File: config.mk
export PLATFORM = sky130hd
export DESIGN_NAME = addr_gen_2d
export DESIGN_NICKNAME = d
export VERILOG_FILES = /design/src/rtl/addr_gen_2d.sv
export SDC_FILE = /design/constraint.sdc
export NUM_CORES = 1
export LEC_CHECK = 0
export CAP_MARGIN = 20
export CORE_AREA = 3 3 40 42
export CTS_BUF_LIST = sky130_fd_sc_hd__clkbuf_16
export DETAILED_ROUTE_END_ITERATION = 16
export DIE_AREA = 0 0 43 45
export PLACE_DENSITY = 0.73
export SKIP_CTS_REPAIR_TIMING = 1
export SYNTH_ARGS = -nofsm -noshare
export SYNTH_HDL_FRONTEND = slang
export SYNTH_SLANG_ARGS = --single-unit
File: constraint.sdc
create_clock -name clk -period 3.45 [get_ports clk]
set_clock_uncertainty 0.05 [all_clocks]
set_input_delay 0.5175 -clock clk [delete_from_list [all_inputs] [get_ports clk]]
set_output_delay 0.5175 -clock clk [all_outputs]
set_load 0.02 [all_outputs]
File: src/rtl/addr_gen_2d.sv
// addr_gen_2d: 2-D (row, column) address scanner with selectable inner counter, hold, abort and restart.
// Optional ADDR_GEN_2D_LIN_EN adds addr_lin, a linear element index of the current address.
module addr_gen_2d #(
    parameter int COL_W = 2,
    parameter int ROW_W = 2
) (
    input  logic             clk,
    input  logic             rst,
    input  logic             start,
    input  logic             abort,
    input  logic             hold,
    input  logic [COL_W-1:0] cfg_col_last,
    input  logic [ROW_W-1:0] cfg_row_last,
    input  logic             cfg_col_major,
    output logic [COL_W-1:0] addr_col,
    output logic [ROW_W-1:0] addr_row,
    output logic             addr_vld,
    output logic             last,
    output logic             done,
    output logic             busy
`ifdef ADDR_GEN_2D_LIN_EN
    ,
    output logic [COL_W+ROW_W-1:0] addr_lin
`endif
);
    typedef enum logic {IDLE, RUN} state_t;
    state_t state;
    logic [COL_W-1:0] col, col_last, col_nxt;
    logic [ROW_W-1:0] row, row_last, row_nxt;
    logic col_major, col_end, row_end, adv;
    // col_major selects which counter wraps first; the other steps on that wrap
    always_comb begin
        col_end = col == col_last;
        row_end = row == row_last;
        col_nxt = col_major ? (row_end ? col + 1'b1 : col) : (col_end ? '0 : col + 1'b1);
        row_nxt = col_major ? (row_end ? '0 : row + 1'b1) : (col_end ? row + 1'b1 : row);
    end
    assign busy     = state == RUN;
    assign addr_vld = busy;
    assign last     = busy && col_end && row_end;
    assign adv      = busy && !hold && !start && !abort;
    assign addr_col = col;
    assign addr_row = row;
    always_ff @(posedge clk) begin
        if (rst) begin
            state     <= IDLE;
            col       <= '0;
            row       <= '0;
            col_last  <= '0;
            row_last  <= '0;
            col_major <= 1'b0;
            done      <= 1'b0;
        end else begin
            done <= 1'b0;
            if (abort) begin
                state <= IDLE;
                col   <= '0;
                row   <= '0;
            end else if (start) begin
                state     <= RUN;
                col       <= '0;
                row       <= '0;
                col_last  <= cfg_col_last;
                row_last  <= cfg_row_last;
                col_major <= cfg_col_major;
            end else if (adv) begin
                if (last) begin
                    state <= IDLE;
                    col   <= '0;
                    row   <= '0;
                    done  <= 1'b1;
                end else begin
                    col <= col_nxt;
                    row <= row_nxt;
                end
            end
        end
    end
`ifdef ADDR_GEN_2D_LIN_EN
    always_ff @(posedge clk) begin
        if (rst || abort || start || (adv && last))
            addr_lin <= '0;
        else if (adv)
            addr_lin <= addr_lin + 1'b1;
    end
`endif
endmodule

# After elaboration in Yosys (flattened, before gate mapping)
# Cells that the tools add are included.
[classes] mux=12 n_addsub=2 reduce_logical=18 eq_ne=3 bitwise_logic=2
[op_table] cell="$mux 2" count=8
[op_table] cell="$reduce_and 2->1" count=4
[op_table] cell="$logic_and 1x1->1" count=5
[op_table] cell="$add 2x1->2 const B" count=2
[op_table] cell="$eq 2x2->1" count=2
[op_table] cell="$mux 1" count=4
[op_table] cell="$reduce_bool 2->1" count=2
[op_table] cell="$reduce_or 4->1" count=1
[op_table] cell="$logic_not 1->1" count=3
[op_table] cell="$ne 3x2->1 const B" count=1
[op_table] cell="$reduce_bool 3->1" count=1
[op_table] cell="$reduce_or 3->1" count=1
[op_table] cell="$not 1->1" count=2
[op_table] cell="$reduce_or 2->1" count=1
[word_totals] in_bits=10 ff_bits=11 out_inout_bits=8 wordCells=44

# Longest topological paths before layout
[logic_depth] depth_word=6 ltp_mapped=5 ltp_nobuf=4

# Worst setup path before layout
# No wires, ideal clock.
[synth_timing] path_type="reg2reg" from="register state, in the netlist addr_vld" to="register row[1], in the netlist addr_row[1]" synth_period_minus_slack_ps=1773 setup_ps=70 setup_slack_ps=1677 path_stages_with_launch=6 t_arrival_ps=1653 path_buffers=1 required_ps=3330 cell_sequence="dfxtp_1 > inv_2 > or4_1 > buf_2 > a2111o_1 > a21oi_1"
[synth_via] elab_chain_cells=4 elab_cells_between_ends=8 cone_classes="mux (1); reduce/logical (7)"
[synth_lines] item="from (decl)" line="27" source="state_t state;"
[synth_lines] item="from (signal assigned)" line="46" source="state <= IDLE;"
[synth_lines] item="from (signal assigned)" line="56" source="state <= IDLE;"
[synth_lines] item="from (signal assigned)" line="60" source="state <= RUN;"
[synth_lines] item="$logic_and 1x1->1, on equally long branches (2 in series)" line="40, 41"
[synth_lines] item="$reduce_bool 3->1 (no line) / $logic_and 1x1->1 (equally long branches)"
[synth_lines] item="$reduce_and 2->1 (no line)"
[synth_lines] item="to (signal assigned)" line="74" source="row <= row_nxt;"
[synth_lines] item="to (decl)" line="29" source="logic [ROW_W-1:0] row, row_last, row_nxt;"
# Parallel ways exist; a longest one is shown, timed or not.
# A chain may end at the register's enable or synchronous reset.

# Worst setup path in the final report
[layout_timing] from="register row[0], in the netlist addr_row[0]" to="output last"
[layout_via] elab_chain_cells=2
[layout_lines] item="$eq 2x2->1" line="34" source="row_end = row == row_last;"
[layout_lines] item="$logic_and 1x1->1" line="40" source="assign last = busy && col_end && row_end;"
[layout_lines] item="to (decl)" line="18" source="output logic last,"
# Every way passes these cells.

==> metrics <==
Die Span X=43 um; minimum clock period=2.389 ns; hold path cells=2; Post-DP HPWL=882.2 um; worst hold slack=0.4617 ns; Skew-Pair Late Insertion Delay=0.24 ns; area leader, netlist=dfxtp_1; P per Cell Area=471.3 nW/um2; detail-routed net length per standard cell=11.31 um; setup TNS=0 ns; leak pwr=0.2897 nW; H-tree Lvls=1; Synth Register Bits=11; fin cells=97; Slew @ Worst Pin=0.5000 ns; WP data arrival=1.82 ns; grt ovf=0; via count=494; initial antenna violation count=0; FMAX=0.4186 GHz; R2R depth=4; CP max FO=6; post-synth cell types=25; share of cells above drive strength 1=6.098%; Setup-failing EPs final=0; Final period util=69.24%; drt first pass iters=4; Slew headroom=66.54%; reg2reg end=addr_row[1]$_SDFFE_PP0P_; die height=45 um; area grow syn2layout=46.15%; largest net degree at the start of global routing=8; VDD IR max=0.2982 mV; Critical Path Max Stage Delay=0.61 ns; origin of the critical flop-to-flop path=addr_vld$_SDFFE_PP0P_; antenna-violating nets left=0; max-cap violations=0; max-slew violation count=0; register area share after synthesis=39.82%; Filler Cells Inserted=118; final hold violation count=0; number of placed instances, taps included=93; top post-synthesis cells by area=dfxtp_1 40%, mux2i_1 9.0%, xnor2_1 6.3%; Cell Area, Synth=553.0 um2; # diodes=0; GPL Wtd Cong=0.7394; Worst-path clk slew=0.04 ns; Synth Area per Inst=8.778 um2; core area=1285 um2; r2r setup slk=1.74 ns; TritonCTS clock tree=yes; CTS Root Cell=clkbuf_16; Residual DRC=0; Startpoint Class=flip-flop; WHS Endpoint=col_last[0]$_SDFFE_PP0P_; Hold Path Class=reg -> reg; CP Class=reg -> out; status=completed; starting density of the core=43.04%; Critical-path top delay cell=clkdlybuf4s50_1; RSZ-0062 raised after global routing=no; DP Area=729.5 um2; Port Buffers=17; Top Ports=18; Critical Path RT=2.88 ns; vias in the first global route=472; DR iter-0 viols=6; Sink Count=11; synth warn=0; pre-CTS WS=1.223 ns; CP top delay family=buffers and inverters; clk buf depth=2; final wirelength=1097 um; CP Capture Type=output pin; post-synth net total=73; DIE AREA=1935 um2; DR vias/cell=5.093; total CTS buffers=3; hold_sp=col_last[0]$_SDFFE_PP0P_; CP cell instances=xnor2_1 -> nand4_1 -> nor2_1 -> clkdlybuf4s50_1; Buf/Inv on CP=1; standard-cell row count=13; post-route cell area=808.3 um2; first-pass GRT wire length=1911 um; # nets final=93; Mapped Cells=63; Synth top area share=39.82%; overall routing resource usage=13.44%; setup ws final=1.061 ns
-- cell usage after synthesis --
master / count
nand2b_1: 2
o21ai_0: 4
a211oi_1: 1
a21oi_1: 5
mux2i_1: 5
nor2b_1: 1
nand4_1: 2
inv_2: 1
nor4_1: 2
xor2_1: 2
dfxtp_1: 11
or4_1: 1
nand3b_1: 1
o31ai_1: 2
or3_1: 1
xnor2_1: 4
a2111o_1: 1
buf_4: 1
nor2_1: 8
nand3_1: 2
buf_2: 1
a31oi_1: 2
inv_1: 1
a21boi_0: 1
or2_2: 1
-- cell usage in the layout, fill, tap and decap left out, types with 2 or more instances in the layout --
master | Yosys | final
xor2_1 | 2 | 2
a31oi_1 | 2 | 2
nor2_1 | 8 | 8
inv_1 | 1 | 2
o31ai_1 | 2 | 2
nand2b_1 | 2 | 2
dfxtp_1 | 11 | 11
clkbuf_16 | 0 | 3
mux2i_1 | 5 | 5
a21oi_1 | 5 | 5
clkdlybuf4s50_1 | 0 | 17
nand3_1 | 2 | 2
nor4_1 | 2 | 2
nand4_1 | 2 | 2
xnor2_1 | 4 | 4
o21ai_0 | 4 | 4
-- where the power goes --
group / switching [W] / total (W) / internal [W]
logic: 0.0000185 / 0.0000401 / 0.0000216
clock network: 0.0000543 / 0.000206 / 0.000152
registers: 0.00000353 / 0.000135 / 0.000131
-- tightest hold or removal path: stages (launching register included) --
cell and delay, ns:
dfxtp_1 0.33, mux2i_1 0.07, nor2_1 0.07
-- worst max path at each step --
| stage | endpoint | startpoint | slack, ns | cells after the start |
|---|---|---|---|---|
| final | last | addr_row[0]$_SDFFE_PP0P_ | 1.06 | 4 |
| after global routing | last | addr_row[0]$_SDFFE_PP0P_ | 0.92 | 4 |
| after CTS | last | addr_row[0]$_SDFFE_PP0P_ | 1.04 | 4 |
| after detailed placement | addr_row[1]$_SDFFE_PP0P_ | start | 1.22 | 4 |
| after global placement | addr_row[1]$_SDFFE_PP0P_ | start | 1.26 | 4 |
| after floorplan | addr_row[1]$_SDFFE_PP0P_ | addr_vld$_SDFFE_PP0P_ | 1.68 | 5 |
-- logic make-up (layout without fill, tap and decap cells) --
kind of cell | after synthesis | after routing | synth area share [%]
AOI/OAI and AO/OA | 16 | 16 | 17.87
DFF | 11 | 11 | 39.82
and+or+nand+nor | 21 | 21 | 20.14
xor gates and xnor gates | 6 | 6 | 9.502
buffers and inverters | 4 | 23 | 3.618
muxes | 5 | 5 | 9.050
-- per-stage QoR --
step	utilization [%]	total power (W)
floorplan	-	0.0001585
global placement	56.77	0.0001765
detailed placement	56.77	0.0001770
CTS	62.90	0.0003856
global route	62.90	0.0003965
finish	62.90	0.0003809
-- per-layer routing --
metal | GRT usage (%) | wire length (um) | vias to the layer above | part of all wire (%)
li1 | - | - | 268 | -
met1 | 15.05 | 500 | 209 | 46
met2 | 21.56 | 507 | 15 | 46
met3 | 7.171 | 78 | 2 | 7.1
met4 | 5.422 | 11 | 0 | 1.0
met5 | 0 | 0 | - | 0
-- sequential cells by signal, indices dropped and copies added, names as in the netlist --
register	flops
addr_row	2
row_last	2
col_last	2
col_major	1
addr_vld	1
done	1
addr_col	2
-- cell type report --
class                   instances  area, um2  share of cell area, %
flip-flops and latches         11      220.2                  27.24
inverters                       2      7.507                 0.9288
clock buffers                   3      75.07                  9.288
repair buffers                 17      170.2                  21.05
multi-input cells              48      312.8                  38.70
clock inverters                 1      3.754                 0.4644
well taps                      15      18.77                  2.322
Note: power is estimated with default switching activity, not from simulation.
